[src/rtl/alu_arbiter_if.sv]
// rtl/alu_arbiter_if.sv - client-side bus of the two-port ALU arbiter
// Purpose: bundles both clients' request/operand signals and the shared
//          ack/result/status signals returned by the arbiter.
// Signals:
//   req0/req1            client request, held until the matching ack
//   a0,b0,op0/a1,b1,op1  signed 4-bit operands and 2-bit opcode per client
//   ack0/ack1            one-cycle completion pulse per client
//   result               registered signed 4-bit ALU result
//   busy                 arbiter is in EXEC or DONE
//   ops_count            completed-operation count, wraps at 256
// Modports: master = client/driver side, slave = arbiter side.

interface alu_arbiter_if;
    logic              req0;
    logic              req1;
    logic signed [3:0] a0;
    logic signed [3:0] b0;
    logic [1:0]        op0;
    logic signed [3:0] a1;
    logic signed [3:0] b1;
    logic [1:0]        op1;
    logic              ack0;
    logic              ack1;
    logic signed [3:0] result;
    logic              busy;
    logic [7:0]        ops_count;

    modport master (
        output req0, req1, a0, b0, op0, a1, b1, op1,
        input  ack0, ack1, result, busy, ops_count
    );

    modport slave (
        input  req0, req1, a0, b0, op0, a1, b1, op1,
        output ack0, ack1, result, busy, ops_count
    );
endinterface

[src/rtl/alu_arbiter.sv]
// rtl/alu_arbiter.sv - round-robin two-client sequencer for a shared 4-bit ALU
// Purpose: grants one of two requesters, latches its operands, runs the
//          shared combinational ALU for one cycle, registers the result and
//          pulses the owner's ack.  Contains the alu and alu_arbiter modules.
// Ports (alu_arbiter):
//   clk    rising-edge clock
//   rst_n  asynchronous active-low reset
//   bus    alu_arbiter_if.slave (requests/operands in, ack/result/status out)
// Ports (alu):
//   i0, i1 signed 4-bit operands; op 2-bit opcode; y signed 4-bit result
//   (00 add, 01 subtract, 10 and, 11 or; two's complement wrap)

module alu (
    input  logic signed [3:0] i0,
    input  logic signed [3:0] i1,
    input  logic [1:0]        op,
    output logic signed [3:0] y
);
    always_comb begin
        y = 4'sd0;
        case (op)
            2'b00:   y = i0 + i1;
            2'b01:   y = i0 - i1;
            2'b10:   y = i0 & i1;
            default: y = i0 | i1;
        endcase
    end
endmodule

module alu_arbiter (
    input  logic        clk,
    input  logic        rst_n,
    alu_arbiter_if.slave bus
);
    typedef enum logic [1:0] {
        IDLE = 2'd0,
        EXEC = 2'd1,
        DONE = 2'd2
    } state_t;

    state_t            state;
    state_t            next_state;

    logic signed [3:0] opnd_a;
    logic signed [3:0] opnd_b;
    logic [1:0]        opnd_op;
    logic              owner;
    logic              last_grant;
    logic signed [3:0] result_q;
    logic              ack0_q;
    logic              ack1_q;
    logic              busy_q;
    logic [7:0]        ops_count_q;

    logic              grant;
    logic              grant_id;
    logic signed [3:0] alu_y;

    // The ALU only ever sees the latched operands, so client operand
    // changes after the grant edge cannot disturb the in-flight operation.
    alu u_alu (
        .i0 (opnd_a),
        .i1 (opnd_b),
        .op (opnd_op),
        .y  (alu_y)
    );

    always_ff @(posedge clk or negedge rst_n) begin
        if (!rst_n) begin
            state <= IDLE;
        end else begin
            state <= next_state;
        end
    end

    always_comb begin
        next_state = state;
        grant      = 1'b0;
        grant_id   = 1'b0;
        case (state)
            IDLE: begin
                if (bus.req0 && bus.req1) begin
                    // Contention: the client that did not win last time goes.
                    grant    = 1'b1;
                    grant_id = ~last_grant;
                end else if (bus.req0) begin
                    grant    = 1'b1;
                    grant_id = 1'b0;
                end else if (bus.req1) begin
                    grant    = 1'b1;
                    grant_id = 1'b1;
                end
                if (grant) begin
                    next_state = EXEC;
                end
            end
            EXEC:    next_state = DONE;
            DONE:    next_state = IDLE;
            default: next_state = IDLE;
        endcase
    end

    always_ff @(posedge clk or negedge rst_n) begin
        if (!rst_n) begin
            opnd_a      <= 4'sd0;
            opnd_b      <= 4'sd0;
            opnd_op     <= 2'b00;
            owner       <= 1'b0;
            last_grant  <= 1'b1;
            result_q    <= 4'sd0;
            ack0_q      <= 1'b0;
            ack1_q      <= 1'b0;
            busy_q      <= 1'b0;
            ops_count_q <= 8'd0;
        end else begin
            if (grant) begin
                opnd_a     <= grant_id ? bus.a1  : bus.a0;
                opnd_b     <= grant_id ? bus.b1  : bus.b0;
                opnd_op    <= grant_id ? bus.op1 : bus.op0;
                owner      <= grant_id;
                last_grant <= grant_id;
            end

            // Acks are set on the edge leaving EXEC so they are high for
            // exactly the DONE cycle, together with the new result.
            if (state == EXEC) begin
                result_q <= alu_y;
                ack0_q   <= ~owner;
                ack1_q   <= owner;
            end else begin
                ack0_q   <= 1'b0;
                ack1_q   <= 1'b0;
            end

            if (state == DONE) begin
                ops_count_q <= ops_count_q + 8'd1;
            end

            busy_q <= (next_state != IDLE);
        end
    end

    assign bus.ack0      = ack0_q;
    assign bus.ack1      = ack1_q;
    assign bus.result    = result_q;
    assign bus.busy      = busy_q;
    assign bus.ops_count = ops_count_q;
endmodule

[src/flat_wrapper.sv]
// flat-port wrapper written by rule: the top's interface ports become plain ports
module alu_arbiter_flat 
  (clk, rst_n, bus_req0, bus_req1, bus_a0, bus_b0, bus_op0, bus_a1, bus_b1, bus_op1, bus_ack0, bus_ack1, bus_result, bus_busy, bus_ops_count);
  alu_arbiter_if bus_i ();
  input  logic clk;
  input  logic rst_n;
  input wire logic [$bits(bus_i.req0)-1:0] bus_req0;
  input wire logic [$bits(bus_i.req1)-1:0] bus_req1;
  input wire logic [$bits(bus_i.a0)-1:0] bus_a0;
  input wire logic [$bits(bus_i.b0)-1:0] bus_b0;
  input wire logic [$bits(bus_i.op0)-1:0] bus_op0;
  input wire logic [$bits(bus_i.a1)-1:0] bus_a1;
  input wire logic [$bits(bus_i.b1)-1:0] bus_b1;
  input wire logic [$bits(bus_i.op1)-1:0] bus_op1;
  output wire logic [$bits(bus_i.ack0)-1:0] bus_ack0;
  output wire logic [$bits(bus_i.ack1)-1:0] bus_ack1;
  output wire logic [$bits(bus_i.result)-1:0] bus_result;
  output wire logic [$bits(bus_i.busy)-1:0] bus_busy;
  output wire logic [$bits(bus_i.ops_count)-1:0] bus_ops_count;
  assign bus_i.req0 = bus_req0;
  assign bus_i.req1 = bus_req1;
  assign bus_i.a0 = bus_a0;
  assign bus_i.b0 = bus_b0;
  assign bus_i.op0 = bus_op0;
  assign bus_i.a1 = bus_a1;
  assign bus_i.b1 = bus_b1;
  assign bus_i.op1 = bus_op1;
  assign bus_ack0 = bus_i.ack0;
  assign bus_ack1 = bus_i.ack1;
  assign bus_result = bus_i.result;
  assign bus_busy = bus_i.busy;
  assign bus_ops_count = bus_i.ops_count;
  alu_arbiter u_core (.clk(clk), .rst_n(rst_n), .bus(bus_i));
endmodule
[config.mk]
export PLATFORM = sky130hd
export DESIGN_NAME = alu_arbiter_flat
export DESIGN_NICKNAME = d
export VERILOG_FILES = /design/src/rtl/alu_arbiter_if.sv /design/src/rtl/alu_arbiter.sv /design/src/flat_wrapper.sv
export SDC_FILE = /design/constraint.sdc
export NUM_CORES = 1
export LEC_CHECK = 0
export CORE_ASPECT_RATIO = 0.5
export CORE_MARGIN = 3
export CORE_UTILIZATION = 48
export DETAILED_ROUTE_END_ITERATION = 8
export PLACE_DENSITY = 0.85
export SLEW_MARGIN = 40
export SYNTH_ARGS = -nofsm -noshare
export SYNTH_HDL_FRONTEND = slang
export SYNTH_SLANG_ARGS = --single-unit
[constraint.sdc]
create_clock -name clk -period 2.2 [get_ports clk]
set_input_delay 0.66 -clock clk [delete_from_list [all_inputs] [get_ports clk]]
set_output_delay 0.66 -clock clk [all_outputs]
set_load 0.1 [all_outputs]
==> results of run 1 <==
[placed cells by master, fill, tap and decap left out, types with 4 or more instances in the layout]
| cell | Yosys | routed |
|---|---|---|
| inv_1 | 8 | 7 |
| nand4_1 | 4 | 4 |
| clkbuf_8 | 0 | 5 |
| buf_12 | 0 | 6 |
| mux2i_1 | 11 | 11 |
| clkdlybuf4s50_1 | 0 | 23 |
| ha_1 | 7 | 7 |
| nand2_1 | 23 | 23 |
| o21ai_1 | 6 | 6 |
| xnor2_1 | 8 | 8 |
| dfrtp_1 | 28 | 27 |
| buf_4 | 0 | 14 |
| o21ai_0 | 14 | 14 |
| nor2_1 | 5 | 5 |
[flip-flops by register name, indices dropped and copies added (netlist names)]
signal	cells
u_core.last_grant	1
u_core.state	2
u_core.opnd_b	4
u_core.bus.result	4
u_core.bus.ack1	1
u_core.opnd_op	2
u_core.bus.ack0	1
u_core.bus.busy	1
u_core.owner	1
u_core.bus.ops_count	8
u_core.opnd_a	4
[timing repair]
item                       CTS  global route
setup endpoints to repair    0             1
buffers inserted             0             1
gates resized for setup      0             4
hold endpoints to repair     0             0
[critical path, stage by stage, from the launching register on]
cell and delay (ns):
dfrtp_1 0.42, inv_2 0.06, ha_1 0.29, nand2_1 0.06, a21boi_2 0.15, ha_1 0.27, nor2b_1 0.13, o21a_1 0.20
a2111oi_4 0.31, nor3b_1 0.08
[logic make-up after synthesis]
| kind of cell | Yosys count |
|---|---|
| flops | 29 |
| buf+inv | 14 |
| simple gates | 43 |
| xor+xnor | 10 |
| compound gates | 28 |
| mux | 12 |
| fa+ha+maj | 10 |
[layout make-up]
cell class | instances | share of cell area
clock buffer | 6 | 0.03511
clock inverter | 2 | 0.004843
inverter | 8 | 0.01453
multi-input combinational | 103 | 0.3505
sequential | 29 | 0.3523
tap | 37 | 0.02240
timing repair buffer | 43 | 0.2203
[stage by stage]
stage / cells / TNS (ns) / setup WS (ns) / util
floorplan: 146 / 0 / 0.1959 / -
global placement: 219 / 0 / 0.1345 / 0.7048
detailed placement: 219 / -0.002539 / -0.002539 / 0.7048
CTS: 227 / 0 / 0.002469 / 0.7343
global route: 228 / 0 / 0.01808 / 0.7388
finish: 228 / 0 / 0.1083 / 0.7388
[metal layers]
metal	track usage	vias up	routed length, um
li1	-	583	-
met1	0.1899	557	1346
met2	0.3225	31	1444
met3	0.05054	8	159
met4	0.08517	0	57
met5	0	-	0
[worst paths after layout]
kind | from | endpoint | slack [ns] | cells after the start
max | u_core.opnd_b[0] | u_core.bus.result[3] | 0.11 | 9
min | u_core.owner | u_core.bus.ack0 | 0.42 | 1
max reg2reg | u_core.opnd_b[0] | u_core.bus.result[3] | 0.11 | 9
min reg2reg | u_core.owner | u_core.bus.ack0 | 0.42 | 1
max in group asynchronous | rst_n | u_core.last_grant | 1.13 | 2
min in group asynchronous | rst_n | u_core.opnd_op[1] | 0.76 | 2
==> summary.md, run 1 <==
| Metric | Value |
|---|---|
| Total GRT Usage | `0.1741` |
| GPL Wtd Cong | `between 0.8 and 0.9` |
| Leading area contributor after synthesis | `dfrtp_1` |
| Area grow syn2layout | `36.30%` |
| Fin nets | `about 220` |
| Clk_lat worst skew | `0.28 ns` |
| Status | `completed` |
| Layout cell share with drive strength beyond 1 | `0.1832` |
| Vias in the first global route | `1,142` |
| Critical Path RT | `between 2 and 2.5 ns` |
| Clk pin slew, worst setup/hold paths | `around 0.060 ns` |
| DP HPWL | `around 2300 um` |
| Max Cap Viol | `0` |
| Initial Util | `0.5420` |
| IO Port Bufs | `38` |
| Count leader, synth | `dfrtp_1` |
| Hold Buf Count CTS | `0` |
| Wire per inst | `13.19 um` |
| Post-Synth Simple-Gate Area | `0.1378` |
| Min Tclk post-route | `about 2.1 ns` |
| Iter 0 DRT Violations | `between 40 and 50` |
| Final Hold Vio Count | `0` |
| Netlist Area Pre-Place | `between 1500 and 2000 um2` |
| DRC Markers | `0` |
| Worst setup EP type | `flop` |
| Setup Viol. Count Final | `0` |
| FMAX | `478.1 MHz` |
| Avg Inst Size Synth | `~10 um2` |
| First-pass GRT wire length | `approximately 5000 um` |
| Syn Nets | `178` |
| Synth Area in Compound Gates | `0.1155` |
| Most used DFF post-synth | `dfrtp_1` |
| EDFF count, synth | `0` |
| GRT overflow | `0` |
| Seq cells post-synth | `29` |
| Row cnt | `13` |
| Share of synthesized registers carrying an async set or reset | `1.000` |
| # clock sinks | `29` |
| Register area | `around 730 um2` |
| Ant diodes | `0` |
| Die height | `45.75 um` |
| Worst setup path category | `flop to flop` |
| Skew final | `~0.0048 ns` |
| Top cells by area, synth | `dfrtp_1 46%, mux2i_1 7.3%, ha_1 5.8%, nand2_1 5.7%, o21ai_0 4.6%` |
| Top post-synthesis cells by count | `28 x dfrtp_1, 23 x nand2_1, 14 x o21ai_0` |
| Horiz. Die Dim | `roughly 85 um` |
| Root buf cell | `clkbuf_8` |
| Hold Worst Slack | `between 0.4 and 0.5 ns` |
| Synth cell types | `33` |
| Adder-Cell Fraction of Synth Area | `0.08416` |
| Slew @ Worst Pin | `about 0.44 ns` |
| Yosys top cell area share | `0.4620` |
| Synth Warn # | `0` |
| Synth Instances | `roughly 150` |
| Vias | `roughly 1,200` |
| Area of the core | `~2800 um2` |
| Period utilisation layout | `0.9508` |
| Post-synthesis sequential area ratio | `0.4794` |
| Largest family of logic cells by synthesized area | `simple AND/OR/NAND/NOR gates` |
| Total CTS buffers | `5` |
| Synth Area in XOR/XNOR | `0.05776` |
| Fillers | `210` |
| Multi-input gate area | `724.4 um2` |
| Design Area, Final | `~2100 um2` |
| CTS tree | `done` |
| Routed vias/inst | `between 5 and 6` |
| Max Slew Vio Count | `0` |
| Largest net degree at the start of global routing | `30` |
| Longest Clk Path Bufs | `2` |
| Initial antenna violation count | `0` |
| Routed wire length | `around 3000 um` |
| Critical Path AT | `about 2.3 ns` |
| Crit start category | `flop` |
| Post-synthesis mux area share | `0.08003` |
| Placed cell area | `~2000 um2` |
| Min-Delay Path Class | `flop to flop` |
| Ports | `39` |
| Worst-path fanout max | `5` |
| RSZ-0062 raised after global routing | `no` |
| Die ar. | `between 3000 and 4000 um2` |
| Post-route ant nets | `0` |
| Relative slew slack | `0.7056` |
| H-tree depth | `2` |
| TritonRoute pass-1 iters | `4` |
Power of run 1 is left out: the tool's default activity adds up to more than one toggle a clock period on the data nets, which glitch-free logic cannot reach.
==> inputs of run 2 (changes only) <==
--- a/config.mk
+++ b/config.mk
@@ -10,6 +10,7 @@
 export CORE_UTILIZATION = 48
 export DETAILED_ROUTE_END_ITERATION = 8
 export PLACE_DENSITY = 0.85
+export SKIP_CTS_REPAIR_TIMING = 1
 export SLEW_MARGIN = 40
 export SYNTH_ARGS = -nofsm -noshare
 export SYNTH_HDL_FRONTEND = slang
==> results of run 2 <==
The final DEF is identical to that of run 1; final timing and power are the same.
Power of run 2 is left out for the same reason.
==> inputs of run 3 (changes only) <==
--- a/config.mk
+++ b/config.mk
@@ -11,7 +11,7 @@
 export DETAILED_ROUTE_END_ITERATION = 8
 export PLACE_DENSITY = 0.85
 export SKIP_CTS_REPAIR_TIMING = 1
-export SLEW_MARGIN = 40
+export SLEW_MARGIN = 20
 export SYNTH_ARGS = -nofsm -noshare
 export SYNTH_HDL_FRONTEND = slang
 export SYNTH_SLANG_ARGS = --single-unit
==> results of run 3 <==
The final DEF is identical to that of run 1; final timing and power are the same.
Power of run 3 is left out for the same reason.
==> RTL edit: new RTL, flow settings as in run 2 <==
Remove the case item `2'b00` of the case on `op`.
--- a/src/rtl/alu_arbiter.sv
+++ b/src/rtl/alu_arbiter.sv
@@ -21,3 +21,2 @@
         case (op)
-            2'b00:   y = i0 + i1;
             2'b01:   y = i0 - i1;
Behaviour: not the same (a bounded check fails within 4 cycles, from zero or initial values and one cycle with rst_n low).
==> RTL edit against run 2 <==
- sequential cell count stayed put
- area after synthesis down 0.33%
- setup slack better by 0.20 ns
- wire length grew 3.5%
- count of clock-buffer cells in the layout up 1
- sequential share of layout area fell by 0.23 points
- clock skew barely moved
- design area is 0.48% higher
Power is left out: the tool's default activity adds up to more than one toggle a clock period on the data nets, which glitch-free logic cannot reach.
==> RTL edit: results <==
set metrics [dict create \
    run_status "finished clean" \
    syn2layout_area_growth_pct 37.4 \
    timing.critical_path.slowest_cell_delay_ns 0.48 \
    detailedRoute.firstIterationViolations 32 \
    wl_met1_um 1310 \
    grt_pass1_wl_um 4950 \
    wl_um 3110 \
    nonClkBufAreaFrac_pct 20.8 \
    met2_wirelength_um 1580 \
    first_global_vias 1135 \
    yosysUniqueCellTypes 31 \
    clock_buffer_count 7 \
    met3WireLength_um 179 \
    slew_at_the_pin_with_the_worst_max_slew_slack_ns 0.424 \
    startpoint "u_core.opnd_a[0]$_DFFE_PN0P_" \
    total_number_of_nets_in_the_final_design 225 \
    crit_end "u_core.bus.result[1]$_DFFE_PN0P_" \
    synth_area_leaders "sky130_fd_sc_hd__dfrtp_1, sky130_fd_sc_hd__ha_1, sky130_fd_sc_hd__mux2i_1" \
    crit_arrival_ns 2.06 \
    worst-r2r-cell-count 7 \
    num-nonclk-inverters 14 \
    filler_cell_count_in_the_final_layout 215 \
    synth_nets 183 \
    skew_ns 0.00510 \
    worst-r2r-setup-slack_ns 0.31 \
    n_all_buffers 40 \
    vias_per_cell 5.25 \
    place.gp.congestion 0.833 \
    critPathSlowestCell "sky130_fd_sc_hd__fa_1" \
    multi_input_combinational_area_share_pct 33.8 \
    multi_input_cells 96 \
    seq_area_um2 727 \
]
RTL edit: cell families (layout without fill, tap and decap cells):
logic type | count (synthesis) | after routing | synth area share (%)
compound gates | 26 | 26 | 10.9
xor+xnor | 8 | 8 | 4.64
fa+ha+maj | 15 | 15 | 12.9
buf+inv | 19 | 62 | 5.46
flops | 29 | 29 | 48.1
mux | 10 | 10 | 6.62
simple gates | 37 | 37 | 11.3
RTL edit: per-stage QoR:
stage / hold slack [ns] / util (%) / instance area (um2) / setup WS [ns] / cells
finish: 0.429 / 74.2 / 2080 / 0.306 / 224
global route: 0.441 / 74.2 / 2080 / 0.259 / 224
CTS: 0.433 / 74.2 / 2080 / 0.319 / 224
detailed placement: 0.425 / 70.1 / 1960 / 0.203 / 216
global placement: 0.409 / 70.1 / 1960 / 0.264 / 216
floorplan: 0.364 / - / 1510 / 0.328 / 144
RTL edit: routing by layer:
layer,global-route usage (%),up-vias
met5,0,-
met2,31.8,50
met3,7.22,6
li1,-,568
met1,18.2,553
met4,7.26,0
